File: config.mk
export PLATFORM = sky130hd
export DESIGN_NAME = feistel_decrypt
export DESIGN_NICKNAME = d
export VERILOG_FILES = /design/src/rtl/bcrypt_pkg.sv /design/src/rtl/feistel_decrypt.sv
export SDC_FILE = /design/constraint.sdc
export NUM_CORES = 1
export LEC_CHECK = 0
export CAP_MARGIN = 25
export CORE_MARGIN = 2
export CORE_UTILIZATION = 40
export CTS_BUF_LIST = sky130_fd_sc_hd__clkbuf_8
export DETAILED_ROUTE_END_ITERATION = 8
export MAX_ROUTING_LAYER = met4
export PLACE_DENSITY_LB_ADDON = 0.08
export RECOVER_POWER = 100
export REMOVE_ABC_BUFFERS = 1
export SYNTH_ARGS = -nofsm -noshare
export SYNTH_HDL_FRONTEND = slang
export SYNTH_SLANG_ARGS = --single-unit
File: constraint.sdc
create_clock -name clk -period 2.95 [get_ports clk]
set_clock_uncertainty 0.15 [all_clocks]
set_input_delay 0.4425 -clock clk [delete_from_list [all_inputs] [get_ports clk]]
set_output_delay 0.4425 -clock clk [all_outputs]
set_load 0.005 [all_outputs]
File: src/rtl/bcrypt_pkg.sv
// Definitions shared by the Blowfish-style Feistel encrypt and decrypt blocks:
// FSM states, SRAM map constants and datapath widths.
package bcrypt_pkg;

    localparam int ADDR_W = 12;
    localparam int DATA_W = 32;
    localparam int IDX_W  = 5;
    localparam int P_LEN  = 18;
    localparam int ROUNDS = 16;

    localparam logic [ADDR_W-1:0] S0_BASE = 12'd0;
    localparam logic [ADDR_W-1:0] S1_BASE = 12'd256;
    localparam logic [ADDR_W-1:0] S2_BASE = 12'd512;
    localparam logic [ADDR_W-1:0] S3_BASE = 12'd768;

    typedef enum logic [2:0] {
        IDLE,
        PXOR,
        S01,
        S23,
        FEIST,
        OUT,
        DONE
    } state_t;

    // S-box word address: base plus zero-extended byte index.
    function automatic logic [ADDR_W-1:0] sbox_addr(input logic [ADDR_W-1:0] base,
                                                    input logic [7:0]        idx);
        return base + {{(ADDR_W-8){1'b0}}, idx};
    endfunction

endpackage

File: src/rtl/feistel_decrypt.sv
// Blowfish-style 64-bit block decryption over two read-only SRAM ports holding
// the S-boxes and the P-array; one round every four cycles.
module feistel_decrypt
    import bcrypt_pkg::*;
#(
    parameter int P_ARRAY_OFFSET = 4000
) (
    input  logic              clk,
    input  logic              reset,
    input  logic              start,
    input  logic [DATA_W-1:0] L,
    input  logic [DATA_W-1:0] R,
    input  logic [DATA_W-1:0] data_a,
    input  logic [DATA_W-1:0] data_b,
    output logic [ADDR_W-1:0] addr_a,
    output logic [ADDR_W-1:0] addr_b,
    output logic              cs_a_l,
    output logic              we_a_l,
    output logic              oe_a_l,
    output logic              cs_b_l,
    output logic              we_b_l,
    output logic              oe_b_l,
    output logic [DATA_W-1:0] resultl,
    output logic [DATA_W-1:0] resultr,
    output logic              done
);

    localparam logic [ADDR_W-1:0] P_BASE    = ADDR_W'(P_ARRAY_OFFSET);
    localparam logic [IDX_W-1:0]  IDX_FIRST = IDX_W'(P_LEN - 1);
    localparam logic [IDX_W-1:0]  IDX_LAST  = IDX_W'(P_LEN - ROUNDS);

    function automatic logic [ADDR_W-1:0] p_addr(input logic [IDX_W-1:0] i);
        return P_BASE + {{(ADDR_W-IDX_W){1'b0}}, i};
    endfunction

    state_t              r_state;
    logic [DATA_W-1:0]   r_xl;
    logic [DATA_W-1:0]   r_xr;
    logic [DATA_W-1:0]   r_f;
    logic [IDX_W-1:0]    r_idx;

    logic                w_rd_a;
    logic                w_rd_b;
    logic [ADDR_W-1:0]   w_addr_a;
    logic [ADDR_W-1:0]   w_addr_b;

    // Read issue is combinational: SRAM data returns one cycle after the
    // address cycle, so the address must be presented in the issuing state.
    always_comb begin
        // NOTE: every output of this block gets a default first so no path infers a latch.
        w_rd_a   = 1'b0;
        w_rd_b   = 1'b0;
        w_addr_a = '0;
        w_addr_b = '0;
        if (reset) begin
            case (r_state)
                IDLE: begin
                    if (start) begin
                        w_rd_a   = 1'b1;
                        w_addr_a = p_addr(IDX_FIRST);
                    end
                end
                S01: begin
                    w_rd_a   = 1'b1;
                    w_rd_b   = 1'b1;
                    w_addr_a = sbox_addr(S0_BASE, r_xl[31:24]);
                    w_addr_b = sbox_addr(S1_BASE, r_xl[23:16]);
                end
                S23: begin
                    w_rd_a   = 1'b1;
                    w_rd_b   = 1'b1;
                    w_addr_a = sbox_addr(S2_BASE, r_xl[15:8]);
                    w_addr_b = sbox_addr(S3_BASE, r_xl[7:0]);
                end
                FEIST: begin
                    w_rd_a = 1'b1;
                    if (r_idx > IDX_LAST) begin
                        w_addr_a = p_addr(r_idx - 5'd1);
                    end else begin
                        w_rd_b   = 1'b1;
                        w_addr_a = p_addr(5'd0);
                        w_addr_b = p_addr(5'd1);
                    end
                end
                default: ;
            endcase
        end
    end

    assign addr_a = w_addr_a;
    assign addr_b = w_addr_b;
    assign cs_a_l = ~w_rd_a;
    assign cs_b_l = ~w_rd_b;
    assign we_a_l = 1'b1;
    assign we_b_l = 1'b1;
    assign oe_a_l = 1'b0;
    assign oe_b_l = 1'b0;

    // NOTE: state uses non-blocking assignments so every register sees pre-edge values.
    always_ff @(posedge clk) begin
        if (!reset) begin
            r_state <= IDLE;
            r_xl    <= '0;
            r_xr    <= '0;
            r_f     <= '0;
            r_idx   <= '0;
            resultl <= '0;
            resultr <= '0;
            done    <= 1'b0;
        end else begin
            done <= 1'b0;
            case (r_state)
                IDLE: begin
                    if (start) begin
                        r_xl    <= L;
                        r_xr    <= R;
                        r_idx   <= IDX_FIRST;
                        r_state <= PXOR;
                    end
                end
                PXOR: begin
                    r_xl    <= r_xl ^ data_a;
                    r_state <= S01;
                end
                S01: begin
                    r_state <= S23;
                end
                S23: begin
                    r_f     <= data_a + data_b;
                    r_state <= FEIST;
                end
                FEIST: begin
                    // F completes here: ((S0 + S1) ^ S2) + S3, then swap halves.
                    r_xl <= r_xr ^ ((r_f ^ data_a) + data_b);
                    r_xr <= r_xl;
                    if (r_idx > IDX_LAST) begin
                        r_idx   <= r_idx - 5'd1;
                        r_state <= PXOR;
                    end else begin
                        r_state <= OUT;
                    end
                end
                OUT: begin
                    resultl <= r_xr ^ data_a;
                    resultr <= r_xl ^ data_b;
                    done    <= 1'b1;
                    r_state <= DONE;
                end
                DONE: begin
                    r_state <= IDLE;
                end
                default: begin
                    r_state <= IDLE;
                end
            endcase
        end
    end

endmodule

# == Word-level counts from Yosys, hierarchy flattened ==
# Cells that the tools add are included.
# word_totals
n_memories,0
latch_bits,0
mem_bits_ro,0
elab_cells,62
register_bits,169
mem_bits_rw,0
# op_classes
eq_ne,7
bitwise,7
muxes,24
n_mul,0
addsub,7
n_reduce_logical,8
order_cmp,1
div,0
shifts,0
# ops
cell,count
$xor A32 B32 Y32,5
$pmux W32 S3,1
$add A32 B32 Y32,2
$mux W32,2
$pmux W32 S2,1
$mux W12,5
$pmux W12 S4,1
$pmux W12 S3,1
$add A10 B8 Y11 const A,2
$pmux W3 S6,1
$add A9 B8 Y10 const A,1
$mux W5,2
$pmux W5 S2,1
$add A8 B6 Y9 const A,1
$eq A3 B2 Y1 const B,2
$eq A3 B3 Y1 const B,2
$mux W3,2
$gt A5 B2 Y1 const B,1
$mux W1,5
$sub A5 B1 Y5 const B,1
$ne A2 B2 Y1 const B,2
$pmux W1 S2,2
$reduce_and A2 Y1,2
$eq A3 B1 Y1 const B,1
7 further kinds,8

# == Depth between registers and ports, before layout ==
# Gate-level depths: netlist of the first run.
# depth
word_depth,5
ltp_mapped,13

# == Least setup slack after synthesis of the first run ==
# OpenSTA, ideal clock, no wires.
# synth_timing
kind,in2reg
from,in data_a[0]
to,reg r_xl[24]
path_slack_ns,0.096
t_arrival_ns,2.617
n_path_buf,0
required_time_ns,2.713
setup_time_ns,0.087
stages,12
path_cell_list,xor2_1 -> ha_1 -> inv_1 -> fa_1 -> nor2b_1 -> o211ai_1 -> a21boi_1 -> o2111ai_1 -> a21boi_2 -> o31ai_4 -> a31o_1 -> nor4b_2
# synth_between
elab_chain_len,4
# synth_rtl
item,line,source
from (decl),feistel_decrypt.sv:13,"input logic [DATA_W-1:0] data_a,"
$xor A32 B32 Y32,feistel_decrypt.sv:134,r_xl <= r_xr ^ ((r_f ^ data_a) + data_b);
$add A32 B32 Y32,feistel_decrypt.sv:134,
$xor A32 B32 Y32,feistel_decrypt.sv:134,
$pmux W32 S3,feistel_decrypt.sv:112,case (r_state)
to (signal assigned),feistel_decrypt.sv:122,r_xl <= r_xl ^ data_a;
to (signal assigned),feistel_decrypt.sv:134,
to (decl),feistel_decrypt.sv:37,logic [DATA_W-1:0] r_xl;
# No other way between the ends.
# A chain may end at the register's enable or synchronous reset.

# == Final worst setup path of the first run ==
# layout_timing
from,reg r_f[0]
to,reg r_xl[24]
# layout_between
elab_chain_len,4
# layout_rtl
item,line,source
from (decl),feistel_decrypt.sv:39,logic [DATA_W-1:0] r_f;
from (signal assigned),feistel_decrypt.sv:129,r_f <= data_a + data_b;
$xor A32 B32 Y32,feistel_decrypt.sv:134,
$add A32 B32 Y32,feistel_decrypt.sv:134,
$xor A32 B32 Y32,feistel_decrypt.sv:134,
$pmux W32 S3,feistel_decrypt.sv:112,
# No other way between the ends.

==> reports/results.txt, run 1 <==
status: complete, no violations
Top delay family on crit path: compound AO/OA/AOI/OAI gates
final instance area: 16500 sq um
worst r2r dst: r_xl[24]
drt pass-1 iters: 5
Reg2Reg Setup Slack: 40 ps
minimum clock period: 2910 ps
CORE AREA: 28500 sq um
most frequent cells in the layout: 218 x buf_4, 172 x nor2_1, 164 x dfxtp_1, 127 x clkdlybuf4s50_1, 122 x xnor2_1
final worst slack: 39.5 ps
Distinct cells, synth: 72
LEAKAGE: 6.97 nW
Max IR drop VDD: 0.320 mV
Longest Clk Path Bufs: 2
CP Class: flop to flop
Fin. Hold Viols: 0
row cnt: 62
Stages on worst setup path: 13
setup violators final: 0
Placed Area: 15500 sq um
share of layout cells above drive strength 1: 0.200
vias in the first global route: 11400
DR top layer: met4
metal2 WL: 18.6 mm
1st-iter DRT viols: 666
Hold Crit Start: data_b[3]
wl on met1: 18.2 mm
total grt overflow: 0
Area Overhead vs Synth: 43.3%
commonest non-fill, non-tap cell in the layout: buf_4
max_cap viols: 0
cells along the critical path: xor2_1 -> ha_2 -> inv_1 -> fa_2 -> nor2b_2 -> o211ai_1 -> a21boi_1 -> o2111ai_1 -> buf_4 -> a21boi_4 -> o31ai_4 -> a31o_1 -> nor4b_2
synthesized area: 11500 sq um
CTS Buf Count: 17
Post-Place Worst Slack: -855 ps
#FFs+latches synth: 169
Post-synth ARST share: 0
drt via density: 5.34
Final Cycle Share: 0.987
arrival time worst endpoint: 3130 ps
R2R Path Start: r_f[0]
H-tree depth: 4
ys flop type: dfxtp_1
Worst setup SP type: flop
Slew @ Worst Pin: 1260 ps
met3 WL: 2.11 mm
Crit path buffers/inverters: 2
GP Congestion: 0.923
Post-synth EDFFs: 0
post-synthesis sequential area ratio: 0.293
Final nets: 1987
fmax: 344 MHz
largest incremental delay on the critical path: 350 ps
die height: 174 um
initial antenna violation count: 3
hold path depth: 3
worst-skew pair later-pin latency: 470 ps
HPWL Detailed: 30.2 mm
Routed WL: 40.6 mm
Slew headroom: 0.158
drt wl/cell: 18.6 um
# port buffers: 221
IO Pins: 226
fin util: 0.579
HP Class: primary input to flop
slowest CP cell: dfxtp_2
Yosys Warn Count: 0
CTS Root Cell: clkbuf_8
Worst EP required: 3170 ps
PwrDens: 424 nW/um^2
path depth of the worst reg2reg path: 13
Hold EP: resultr[3]
Crit. End Element: flop
Final ANT Viol Nets: 0
CTS tree: built
Syn Area/Cell: 8.20 sq um
RSZ-0062 raised after global routing: yes
Die Wd: 174 um
Pins Over Slew Limit: 0
Post-Synthesis Cells: 1406
Initial Util: 0.404
CTS clk-pin slew, worst paths: 110 ps
Vias: 11700
global-route wire length before repair: 63.1 mm
largest net degree at the start of global routing: 82
All-Layer GR Usage: 0.273
clk sinks: 169
# DRC: 0
die area: 30200 sq um
Critical Path Fanout Max: 5
fillers: 2690
Tot Pwr: 7.00 mW
hold_buf cts: 0
[power breakdown]
group	internal (mW)	switching, mW	total, mW	leakage (nW)
Combinational	1.33	1.27	2.61	5.39
Clock	0.739	1.02	1.76	0.203
Sequential	2.41	0.223	2.64	1.38
Total	4.49	2.51	7.00	6.97
[synthesized netlist by cell type (5+ instances only)]
cell,n,area (sq um)
nand4_1,12,75.1
xor2_1,77,674
xnor2_1,124,1090
o21a_1,10,75.1
buf_2,5,25.0
and2_1,7,43.8
o211ai_1,5,37.5
a21oi_1,110,551
nand3_1,26,130
mux2_2,8,90.1
a211o_1,5,43.8
or3_1,5,31.3
and3_1,10,62.6
buf_4,7,52.6
buf_1,6,22.5
nor2b_1,7,43.8
dfxtp_1,169,3380
a211oi_1,106,796
ha_1,68,851
mux2i_1,43,430
inv_1,17,63.8
a221oi_1,28,245
o21ai_0,67,335
nand2b_1,11,68.8
nor3_1,16,80.1
a21o_1,34,255
clkbuf_1,72,270
a31oi_1,9,56.3
nor2_1,179,672
nand2_1,95,357
[how the worst max path moves through the flow]
stage	from	end	slack, ps
after global routing	r_f[0]	r_xl[24]	-70
after detailed placement	data_a[2]	r_xl[29]	-860
final	r_f[0]	r_xl[24]	40
after CTS	data_a[22]	r_xl[29]	1
after floorplan	r_state[0]	addr_a[10]	-4400
after global placement	data_a[2]	r_xl[29]	-780
[timing repair]
action | CTS | global route
endpoints found under the setup margin | 43 | 51
pin swaps | 23 | 25
buffers inserted | 4 | 11
gates resized for setup | 46 | 79
[state kept, by name, indices dropped and copies added, names as in the netlist]
register,flops
r_state,3
resultr,32
r_xl,32
resultl,32
r_idx,5
done,1
r_f,32
r_xr,32
[logic make-up after synthesis]
family / share of synthesized area
buffers and inverters: 0.0377
AO/OA/AOI/OAI: 0.245
XOR/XNOR: 0.153
adder cells (fa/ha/maj): 0.0773
other: 0.000651
AND/OR/NAND/NOR: 0.149
multiplexers: 0.0451
flip-flops: 0.293
[through the flow]
stage	cells	setup TNS, ps	hold WS (ps)
global route	2186	-507	249
finish	2186	0	239
CTS	2172	0	200
detailed placement	2136	-24540	308
floorplan	1318	-263340	294
global placement	2136	-22670	301
[layer usage]
metal	vias up	global-route usage
met2	326	0.426
met1	5462	0.342
li1	5820	-
met5	-	-
met4	0	0.130
met3	72	0.0463
[area by class of cell]
cell class / instances / area [sq um] / area share
flip-flops and latches: 169 / 3390 / 0.205
repair buffers: 449 / 3970 / 0.240
clock buffers: 19 / 262 / 0.0158
clock inverters: 13 / 134 / 0.00810
multi-input cells: 1132 / 8210 / 0.497
diodes: 3 / 7.51 / 0.000454
inverters: 17 / 66.3 / 0.00401
well taps: 384 / 480 / 0.0291
[worst min-delay path: stages]
cell and delay (ps):
dlymetal6s2s_1 180, xnor2_1 140, a211oi_1 60
Note: power is estimated with default switching activity, not from simulation.
==> run 2, diff against run 1 <==
--- a/config.mk
+++ b/config.mk
@@ -7,11 +7,11 @@
 export LEC_CHECK = 0
 export CAP_MARGIN = 25
 export CORE_MARGIN = 2
-export CORE_UTILIZATION = 40
+export CORE_UTILIZATION = 30
 export CTS_BUF_LIST = sky130_fd_sc_hd__clkbuf_8
+export CTS_CLUSTER_DIAMETER = 200
 export DETAILED_ROUTE_END_ITERATION = 8
 export MAX_ROUTING_LAYER = met4
-export PLACE_DENSITY_LB_ADDON = 0.08
 export RECOVER_POWER = 100
 export REMOVE_ABC_BUFFERS = 1
 export SYNTH_ARGS = -nofsm -noshare
==> run 2 against run 1 <==
Hold slack got worse by 28 ps. Clock power grew 2%. Register-to-register slack is essentially flat. Total power grew 0.67%. Wire length rose by 9.9%. Sequential share of layout area decreased by 0.31 points. First-iteration DRC count is 15% lower. Final area is 1.5% higher. Critical path depth up 1. Core utilization is 13 points lower. Count of clock-buffer cells in the layout unchanged. Largest cell class unchanged.
==> reports/results.txt, run 2 (synthesis results as in run 1) <==
status: complete, no violations
die height: 200 um (+15%)
Slew headroom: 0.424 (+0.266)
Sw Share: 0.348 (-0.0113)
initial antenna violation count: 3 (unchanged)
sequential share of power: 0.374 (-0.003)
Tot Pwr: 7.05 mW (+0.67%)
Vias: 11800 (+0.98%)
Longest Clk Path Bufs: 2 (unchanged)
Final ANT Viol Nets: 0 (unchanged)
most frequent cells in the layout: 220 x buf_4, 197 x clkdlybuf4s50_1, 169 x nor2_1, 163 x dfxtp_1, 124 x xnor2_1
Crit path buffers/inverters: 3 (+1)
Critical Path Fanout Max: 3 (-2)
die area: 40000 sq um (+33%)
placed insts: 2266 (+6.1%)
fin cells: 2311 (+5.7%)
drt pass-1 iters: 5 (unchanged)
CP startpoint: data_a[15]
Placed Area: 15700 sq um (+1.2%)
1st-iter DRT viols: 568 (-15%)
Worst EP required: 3180 ps (about the same)
Hold Crit Start: data_a[5]
Die Wd: 200 um (+15%)
IO Pins: 226 (unchanged)
# DRC: 0 (unchanged)
Max IR drop VDD: 0.304 mV (-4.9%)
Final Cycle Share: 0.984 (-0.00229)
clk sinks: 169 (unchanged)
row cnt: 71 (+15%)
Fin. Hold Viols: 0 (unchanged)
slowest CP cell: clkdlybuf4s50_1
CTS Buf Count: 17 (unchanged)
Worst setup SP type: primary input
CTS Root Cell: clkbuf_8
net switching power: 2.45 mW (-2.5%)
combinational share of power: 0.371 (-0.002)
CP Class: primary input to flop
# port buffers: 221 (unchanged)
PwrDens: 420 nW/um^2 (-0.79%)
HP Class: primary input to flop
Slew @ Worst Pin: 864 ps (-400 ps)
GP Congestion: 0.946 (+2.4%)
R2R Path Start: r_f[0]
vias in the first global route: 11600 (+1.8%)
Crit. End Element: flop
setup violators final: 0 (unchanged)
largest incremental delay on the critical path: 490 ps (+140 ps)
All-Layer GR Usage: 0.229 (-0.0440)
Initial Util: 0.305 (-0.0985)
final instance area: 16800 sq um (+1.5%)
P_int: 4.60 mW (+2.4%)
H-tree depth: 4 (unchanged)
drt via density: 5.10 (-4.5%)
worst-skew pair later-pin latency: 510 ps (+40 ps)
Pins Over Slew Limit: 0 (unchanged)
drt wl/cell: 19.3 um (+3.9%)
Routed WL: 44.6 mm (+9.9%)
arrival time worst endpoint: 3140 ps (about the same)
Area Overhead vs Synth: 45.5%
global-route wire length before repair: 67.0 mm (+6.2%)
clock share of power: 0.255 (+0.004)
minimum clock period: 2900 ps (-6.76 ps)
cells along the critical path: clkdlybuf4s50_1 -> xor2_1 -> ha_1 -> a21o_1 -> a21o_1 -> a211oi_2 -> buf_4 -> nor2_1 -> and3_1 -> a21oi_4 -> buf_4 -> o21ai_2 -> xnor2_1 -> o21ai_1
Fin Setup TNS: 0 ps (unchanged)
share of layout cells above drive strength 1: 0.205 (+0.00523)
commonest non-fill, non-tap cell in the layout: buf_4
Final nets: 1986 (-0.050%)
LEAKAGE: 6.74 nW (-3.3%)
total grt overflow: 0 (unchanged)
max_cap viols: 0 (unchanged)
largest net degree at the start of global routing: 73 (-11%)
Top delay family on crit path: compound AO/OA/AOI/OAI gates
CORE AREA: 37800 sq um (+32%)
hold_buf cts: 0 (unchanged)
CTS tree: built
WHS: 211 ps (-27.8 ps)
RSZ-0062 raised after global routing: yes
HPWL Detailed: 34.2 mm (+13%)
CTS clk-pin slew, worst paths: 100 ps (about the same)
fmax: 344 MHz (+0.23%)
[run 2: power groups by stage]
stage / Sequential [mW] / Clock [mW] / Combinational (mW)
2_1_floorplan: 2.60 / 0 / 1.39
3_3_place_gp: 2.68 / 0 / 2.42
3_5_place_dp: 2.68 / 0 / 2.44
4_1_cts: 2.63 / 1.86 / 2.53
5_1_grt: 2.65 / 1.94 / 2.84
6_report: 2.64 / 1.80 / 2.61
[run 2: layout make-up]
type	count	area, sq um
multi-input combinational	1132	8260
antenna	3	7.51
timing repair buffer	448	4010
clock inverter	12	135
inverter	17	66.3
fill	3803	21000
sequential	169	3390
tap	511	639
clock buffer	19	262
[run 2: what timing repair did]
action	CTS	global route
buffers inserted	4	7
setup endpoints to repair	53	51
gates cloned	0	0
gates resized for setup	60	84
pin swaps	17	34
[run 2: metrics by stage]
| stage | worst slack (ps) | util |
|---|---|---|
| final | 46.2 | 0.444 |
| after detailed placement | -779 | 0.416 |
| after global placement | -739 | 0.416 |
| after global routing | -36.1 | 0.444 |
| after floorplan | -4400 | - |
| after CTS | -122 | 0.434 |
[run 2: worst paths after layout]
kind,to,slack (ps),cells past startpoint
worst max-delay path,r_xl[30],50,14
worst min register to register,r_f[14],320,2
worst max register to register,r_xl[24],50,13
worst min-delay path,resultl[5],210,3
[run 2: metal layers]
layer  global-route usage  up-vias  share of wire
met5                    -        -              0
li1                     -     5818              -
met3               0.0385       49          0.049
met2                0.367      282           0.46
met4               0.0741        0          0.023
met1                0.293     5645           0.47
[run 2: worst reg2reg max path, delay by kind of cell (launching register included)]
family                   cells  cell delay (ps)
buffers and inverters        2              260
AND/OR/NAND/NOR              2              380
adder cells (fa/ha/maj)      2              630
XOR/XNOR                     1              150
flip-flops                   1              360
AO/OA/AOI/OAI                6              890
==> RTL change: new RTL, flow settings as in run 1 <==
Change the package constant `ADDR_W` from 12 to 11.
--- a/src/rtl/bcrypt_pkg.sv
+++ b/src/rtl/bcrypt_pkg.sv
@@ -4,3 +4,3 @@
 
-    localparam int ADDR_W = 12;
+    localparam int ADDR_W = 11;
     localparam int DATA_W = 32;
Ports: changed (resized addr_a and addr_b); port bits go from 226 to 224. The function was not compared with the original's and may differ.
==> RTL change against run 1 <==
  * Clock power about the same
  * Critical endpoint is now r_f[31]$_SDFFE_PN0P_
  * Total power rose by 0.14%
  * Die area is 0.13% lower
  * Design area grew 0.78%
  * Sequential cell count unchanged
  * Synthesized area down 0.13%
  * Routed wire length fell by 0.37%
  * Via count grew 1.4%
  * Largest power group unchanged
  * Register-to-register slack improved by 30 ps
  * Maximum frequency down 0.73%
  * Worst setup slack worse by 21 ps
==> RTL change: results (changes against run 1) <==
[worst_setup_path]
regToRegEndpoint = r_xl[24]$_SDFFE_PN0P_  ; unchanged
crit_end = r_f[31]$_SDFFE_PN0P_  ; was r_xl[24]$_SDFFE_PN0P_
worstPathArrival_ps = 3160  ; was 3130 ps
rrSetupSlack_ps = 70  ; was 40 ps
startpoint = data_b[1]  ; was r_f[0]$_SDFFE_PN0P_
path_max_fanout = 4  ; was 5

[global_routing]
grt_pass1_wl_um = 63400  ; was 63100 µm
grtUsageTotal = 0.274  ; was 0.273
met3_usage = 0.0336  ; was 0.0463
antenna_found_initial = 2  ; was 3
use_met2 = 0.453  ; was 0.426
use_met1 = 0.346  ; was 0.342
grt_pass1_vias = 11500  ; was 11400
grt_max_degree = 73  ; was 82

[clock_tree]
post_cts.repair.setup_buffers = 5  ; was 4
ctsResizeCount = 57  ; was 46
clk_path_buf_depth = 2  ; unchanged
cts-buffers-inserted = 17  ; unchanged
root_buffer = clkbuf_8  ; unchanged

[logic_synthesis]
synth-main-ff-cell = dfxtp_1  ; unchanged
synth_mux_area_frac = 0.0452  ; was 0.0451
yosys-top-cells-area = dfxtp_1 29%, xnor2_1 9.4%, ha_1 7.4%  ; unchanged
yosysWarnings = 0  ; unchanged
synth_fa_ha_area_frac = 0.0774  ; was 0.0773
synth-seq-area-share = 0.294  ; was 0.293
synth_xor_area_frac = 0.153  ; about the same
synth_common_cells = 179 x nor2_1, 169 x dfxtp_1, 124 x xnor2_1  ; unchanged
synthArstFlopShare = 0  ; unchanged
synth_compound_area_frac = 0.245  ; about the same
syn_inst = 1404  ; was 1406

[power_and_ir_drop]
switching_share = 0.363  ; was 0.359
ir_drop_mv = 0.299  ; was 0.320 mV
seqPwrFrac = 0.376  ; was 0.377
p_leak_nw = 6.79  ; was 6.97 nW

[finish]
num-fill-cells = 2696  ; was 2690
drive_above_1_share = 0.208  ; was 0.200
nNetsFinal = 1993  ; was 1987

[sta]
worst_slew_pin_slew_ps = 849  ; was 1260 ps

[routing]
wl_met1_um = 18200  ; about the same
viasPerCell = 5.41  ; was 5.34
drt-initial-drc-count = 759  ; was 666
met3WireLength_um = 1800  ; was 2110 µm
wirelength_um = 40500  ; was 40600 µm
wl_per_cell_um = 18.5  ; was 18.6 µm
wl_met2_um = 19200  ; was 18600 µm

[min_path]
whs_endpoint = resultl[9]$_SDFFE_PN0P_  ; was resultr[3]$_SDFFE_PN0P_
hold_depth = 4  ; was 3
hold_start = data_a[9]  ; was data_b[3]

[placement]
dpl.hpwl_um = 30500  ; was 30200 µm
placed_cells = 2143  ; was 2136
gp_congestion = 0.914  ; was 0.923
port_buffers = 219  ; was 221

[run_status]
outcome = finished clean  ; unchanged

-- RTL change: changes by cell type after synthesis --
| cell | run 1 | this run |
|---|---|---|
| buf_4 | 7 | 5 |
-- RTL change: critical path: stages --
cell	delay (ps)
clkdlybuf4s50_1	450
buf_4	170
ha_1	270
a21o_1	170
nand4_1	210
a31oi_4	300
o221ai_4	170
a31oi_4	260
a41oi_2	190
a21oi_2	200
nor3b_1	70
a211o_1	260
-- RTL change: cell type report --
type	instances	area share
sequential	169	0.204
multi-input combinational	1132	0.495
tap	384	0.0288
inverter	17	0.00398
clock inverter	15	0.00946
antenna	2	0.000300
clock buffer	17	0.0140
timing repair buffer	455	0.244
-- RTL change: through the flow --
stage | hold slack [ps] | setup WS (ps) | total power (W) | area (µm²)
finish | 313 | 18.2 | 0.00701 | 16700
global route | 320 | -48.1 | 0.00738 | 16700
CTS | 318 | -7.84 | 0.00693 | 16200
detailed placement | 305 | -831 | 0.00511 | 15600
global placement | 302 | -777 | 0.00508 | 15600
floorplan | 294 | -4350 | 0.00399 | 11200
